==> config.mk <==
export PLATFORM = sky130hd
export DESIGN_NAME = serial_frame_receiver_flat
export DESIGN_NICKNAME = d
export VERILOG_FILES = /design/src/rtl/serial_frame_receiver_if.sv /design/src/rtl/serial_frame_receiver.sv /design/src/flat_wrapper.sv
export SDC_FILE = /design/constraint.sdc
export NUM_CORES = 1
export LEC_CHECK = 0
export CAP_MARGIN = 20
export CORE_MARGIN = 2
export CORE_UTILIZATION = 50
export CTS_CLUSTER_DIAMETER = 100
export CTS_CLUSTER_SIZE = 14
export DETAILED_ROUTE_END_ITERATION = 12
export PLACE_DENSITY = 0.77
export SLEW_MARGIN = 20
export SYNTH_ARGS = -nofsm -noshare
export SYNTH_HDL_FRONTEND = slang
export SYNTH_SLANG_ARGS = --single-unit
==> constraint.sdc <==
create_clock -name clk -period 1.8 [get_ports clk]
set_input_delay 0.36 -clock clk [delete_from_list [all_inputs] [get_ports clk]]
set_output_delay 0.36 -clock clk [all_outputs]
set_load 0.05 [all_outputs]
==> src/rtl/serial_frame_receiver_if.sv <==
// Serial bit stream in, parallel framed word out, plus a status flag.
// The master drives the line and the strobe; the slave returns the word, its error flags and busy.
interface serial_frame_receiver_if #(
  parameter int N = 4
);
  logic         in;
  logic         en;
  logic [N-1:0] data_out;
  logic         valid;
  logic         par_err;
  logic         frame_err;
  logic         busy;

  modport master (
    output in, en,
    input  data_out, valid, par_err, frame_err, busy
  );

  modport slave (
    input  in, en,
    output data_out, valid, par_err, frame_err, busy
  );
endinterface

==> src/rtl/serial_frame_receiver.sv <==
// Deframes start/N data (LSB first)/optional parity/stop from a strobed serial line into a word.
// valid pulses for one cycle after the stop-bit edge; there is no backpressure, and en paces the bits.
module serial_frame_receiver #(
  parameter int N          = 4,
  parameter int PARITY_EN  = 1,
  parameter int PARITY_ODD = 0
) (
  input  logic                    clk,
  input  logic                    clear_n,
  serial_frame_receiver_if.slave  bus
);
  localparam int CW = $clog2(N) + 1;

  typedef enum logic [1:0] {IDLE, DATA, PARITY, STOP} state_t;

  state_t        state;
  logic [CW-1:0] cnt;
  logic [N-1:0]  sh;
  logic [N-1:0]  sh_nxt;
  logic          par_bit;
  logic          par_exp;

  // Right shift with the new bit entering at the MSB, so d[0] settles at bit 0.
  always_comb begin
    sh_nxt        = sh;
    sh_nxt[N-1]   = bus.in;
    for (int i = 0; i < N - 1; i++) begin
      sh_nxt[i] = sh[i+1];
    end
  end

  assign par_exp  = (^sh) ^ (PARITY_ODD != 0);
  assign bus.busy = (state != IDLE);

  always_ff @(posedge clk or negedge clear_n) begin
    if (!clear_n) begin
      state         <= IDLE;
      cnt           <= '0;
      sh            <= '0;
      par_bit       <= 1'b0;
      bus.data_out  <= '0;
      bus.valid     <= 1'b0;
      bus.par_err   <= 1'b0;
      bus.frame_err <= 1'b0;
    end else begin
      bus.valid <= 1'b0;
      if (bus.en) begin
        case (state)
          IDLE: begin
            if (bus.in) begin
              state <= DATA;
              cnt   <= '0;
            end
          end
          DATA: begin
            sh  <= sh_nxt;
            cnt <= cnt + 1'b1;
            if (cnt == CW'(N - 1)) begin
              state <= (PARITY_EN != 0) ? PARITY : STOP;
            end
          end
          PARITY: begin
            par_bit <= bus.in;
            state   <= STOP;
          end
          STOP: begin
            // Errored frames are still delivered; the flags carry the verdict.
            bus.data_out  <= sh;
            bus.valid     <= 1'b1;
            bus.par_err   <= (PARITY_EN != 0) ? (par_bit != par_exp) : 1'b0;
            bus.frame_err <= bus.in;
            state         <= IDLE;
          end
          default: state <= IDLE;
        endcase
      end
    end
  end
endmodule

==> src/flat_wrapper.sv <==
// flat-port wrapper written by rule: the top's interface ports become plain ports
module serial_frame_receiver_flat 
#(
  parameter int N          = 4,
  parameter int PARITY_EN  = 1,
  parameter int PARITY_ODD = 0
)
  (clk, clear_n, bus_in, bus_en, bus_data_out, bus_valid, bus_par_err, bus_frame_err, bus_busy);
  serial_frame_receiver_if #(.N(N)) bus_i ();
  input  logic clk;
  input  logic clear_n;
  input wire logic [$bits(bus_i.in)-1:0] bus_in;
  input wire logic [$bits(bus_i.en)-1:0] bus_en;
  output wire logic [$bits(bus_i.data_out)-1:0] bus_data_out;
  output wire logic [$bits(bus_i.valid)-1:0] bus_valid;
  output wire logic [$bits(bus_i.par_err)-1:0] bus_par_err;
  output wire logic [$bits(bus_i.frame_err)-1:0] bus_frame_err;
  output wire logic [$bits(bus_i.busy)-1:0] bus_busy;
  assign bus_i.in = bus_in;
  assign bus_i.en = bus_en;
  assign bus_data_out = bus_i.data_out;
  assign bus_valid = bus_i.valid;
  assign bus_par_err = bus_i.par_err;
  assign bus_frame_err = bus_i.frame_err;
  assign bus_busy = bus_i.busy;
  serial_frame_receiver #(.N(N), .PARITY_EN(PARITY_EN), .PARITY_ODD(PARITY_ODD)) u_core (.clk(clk), .clear_n(clear_n), .bus(bus_i));
endmodule
==> impl_metrics.tcl <==
set metrics [dict create \
    outcome "completed" \
    dr.first_iter.drc_count 3 \
    holdBufCountCts 0 \
    die_h_um 43.58 \
    max_slew_margin 0.8300 \
    finalNetCount 85 \
    root_buffer "clkbuf_4" \
    cts-htree-levels 1 \
    rsz0062_at_grt "no" \
    grt_overflow 0 \
    cap_violations 0 \
    grt_pass1_vias 454 \
    critPathTopFamily "flip-flops" \
    core_sq_um 1489 \
    grt_max_degree 18 \
    synth_edf_count 0 \
    ant_nets 0 \
    critPathLaunch "u_core.state[0]" \
    cp-start-kind "flop" \
    viasPerCell 5.144 \
    grt_usage 0.1576 \
    syn_area_per_cell_sq_um 13.50 \
    wl_um 1081 \
    skew_ns 0.002268 \
    clkSlewWorstSetupHoldPaths_ns 0.10 \
    row_count 14 \
    cts_sinks 17 \
    die-area_sq_um 1899 \
    required_ns 1.44 \
    hold_viol 0 \
    crit_top_cell "inv_1" \
    ys_seq_area_frac 0.5431 \
    tightest_slew_ns 0.2539 \
    post-route-util 0.6319 \
    synth_nets 68 \
    netlist_area_sq_um 783.3 \
    ios 12 \
    port_buffers 11 \
    cp_slowest_stage_delay_ns 0.41 \
    rr_worst_depth 5 \
    syn_inst 58 \
    cp_max_fo 4 \
    tns_ns 0 \
    crit_buf_inv 3 \
    yosysWarnings 0 \
    die_x_um 43.58 \
    initial_core_util 0.5261 \
    cts.repair.resized 0 \
    cts_buffers 3 \
    area_growth_pct 20.13 \
    grt_antenna_before_repair 0 \
    clock_latency_ns 0.29 \
    setup_viol 0 \
    cp_data_arrival_time_ns 1.26 \
    yosys_most_used_dff "dfrtp_1" \
    slew_violations 0 \
    dp_hpwl_um 820.1 \
    slowest_stage "dfrtp_1" \
    fmax_ghz 0.6177 \
    cp_num_cells 4 \
    synth-async-reset-ratio 1.000 \
    first_pass_iters 4 \
    worstSetupPathType "flop to output port" \
    r2r-start "u_core.cnt[0]" \
    vias 463 \
    cts_tree "done" \
    postCtsSetupBuffers 0 \
    drc 0 \
    yosysUniqueCellTypes 17 \
    ys_ff_latch 17 \
    grt_pass1_wl_um 2090 \
    antennaDiodeCount 0 \
    critPathCaptureType "output port" \
    drive_gt1_frac 0.3108 \
    min_period_over_period 0.8994 \
    gp_congestion 0.7749 \
    hold_path_class "input pin to async pin" \
    cts_buffer_depth 2 \
    cp_cell_sequence "inv_1 -> ha_1 -> inv_1 -> buf_12" \
    wl_per_cell_um 12.01 \
    period_minus_slack_ns 1.619 \
]
==> cells in the mapped netlist (2+ instances only) <==
library cell	instances	area, sq um
ha_1	6	75.07
dfrtp_1	17	425.4
nand2b_1	2	12.51
mux2_1	3	33.78
mux2_2	9	101.4
inv_1	6	22.52
nand2_1	3	11.26
a22o_1	2	17.52
xnor2_1	2	17.52
==> layout by cell type, fill, tap and decap left out, drive strengths merged, types with 3 or more instances in the layout <==
master,netlist,final
clkbuf,0,3
mux2,12,12
buf,0,9
clkdlybuf4s50,0,3
ha,6,6
nand2,4,4
dfrtp,17,17
inv,6,6
==> final cells by class <==
class | count | area [sq um]
Clock buffer | 3 | 22.52
Clock inverter | 1 | 5.005
Fill cell | 110 | 548.0
Inverter | 6 | 22.52
Multi-Input combinational cell | 35 | 335.3
Sequential cell | 17 | 425.4
Tap cell | 16 | 20.02
Timing Repair Buffer | 12 | 110.1
==> layer usage <==
metal / up-vias / share of wire / global-route usage
met5: - / 0 / 0
met4: 0 / 0.027 / 0.09091
met3: 5 / 0.061 / 0.05417
met2: 11 / 0.41 / 0.1971
met1: 216 / 0.50 / 0.2348
li1: 231 / - / -
==> logic make-up (layout without fill, tap and decap cells) <==
logic type / Yosys count / after routing / synth area share
AO/OA/AOI/OAI: 4 / 4 / 0.03834
XOR/XNOR: 3 / 3 / 0.05112
adder cells (fa/ha/maj): 6 / 6 / 0.09584
buffers and inverters: 6 / 22 / 0.02875
flip-flops: 17 / 17 / 0.5431
multiplexers: 13 / 13 / 0.1853
AND/OR/NAND/NOR: 9 / 9 / 0.05750
==> registers in the layout (all words and copies together), names as in the netlist <==
register              cells
u_core.bus.data_out       4
u_core.sh                 4
u_core.cnt                3
u_core.state              2
u_core.bus.frame_err      1
u_core.bus.par_err        1
u_core.bus.valid          1
u_core.par_bit            1
==> worst reg2reg max path: stages, from the launching register on <==
cell	delay, ns
dfrtp_1	0.40
ha_1	0.20
ha_1	0.18
nand2b_1	0.14
nand3_1	0.12
mux2_1	0.33
==> path summary, 6_finish.rpt <==
kind	to	slack, ns
worst max-delay path	bus_busy	0.18
worst min-delay path	u_core.state[1]	0.37
worst max register to register	u_core.state[1]	0.33
worst min register to register	u_core.bus.par_err	0.50
max in group asynchronous	u_core.sh[2]	1.24
min in group clk	u_core.bus.par_err	0.50
==> stage by stage <==
stage	hold slack [ns]	cell area [sq um]	setup WS [ns]	instances
CTS	0.3802	940.9	0.1678	90
finish	0.3748	940.9	0.1811	90
global placement	0.4717	913.4	0.2156	86
global route	0.3929	940.9	0.06208	90
floorplan	0.06441	783.3	0.4086	58
detailed placement	0.4892	913.4	0.1829	86
Power is not shown: default switching activity piles up to over one toggle a cycle in this logic, so the estimate is an artifact.
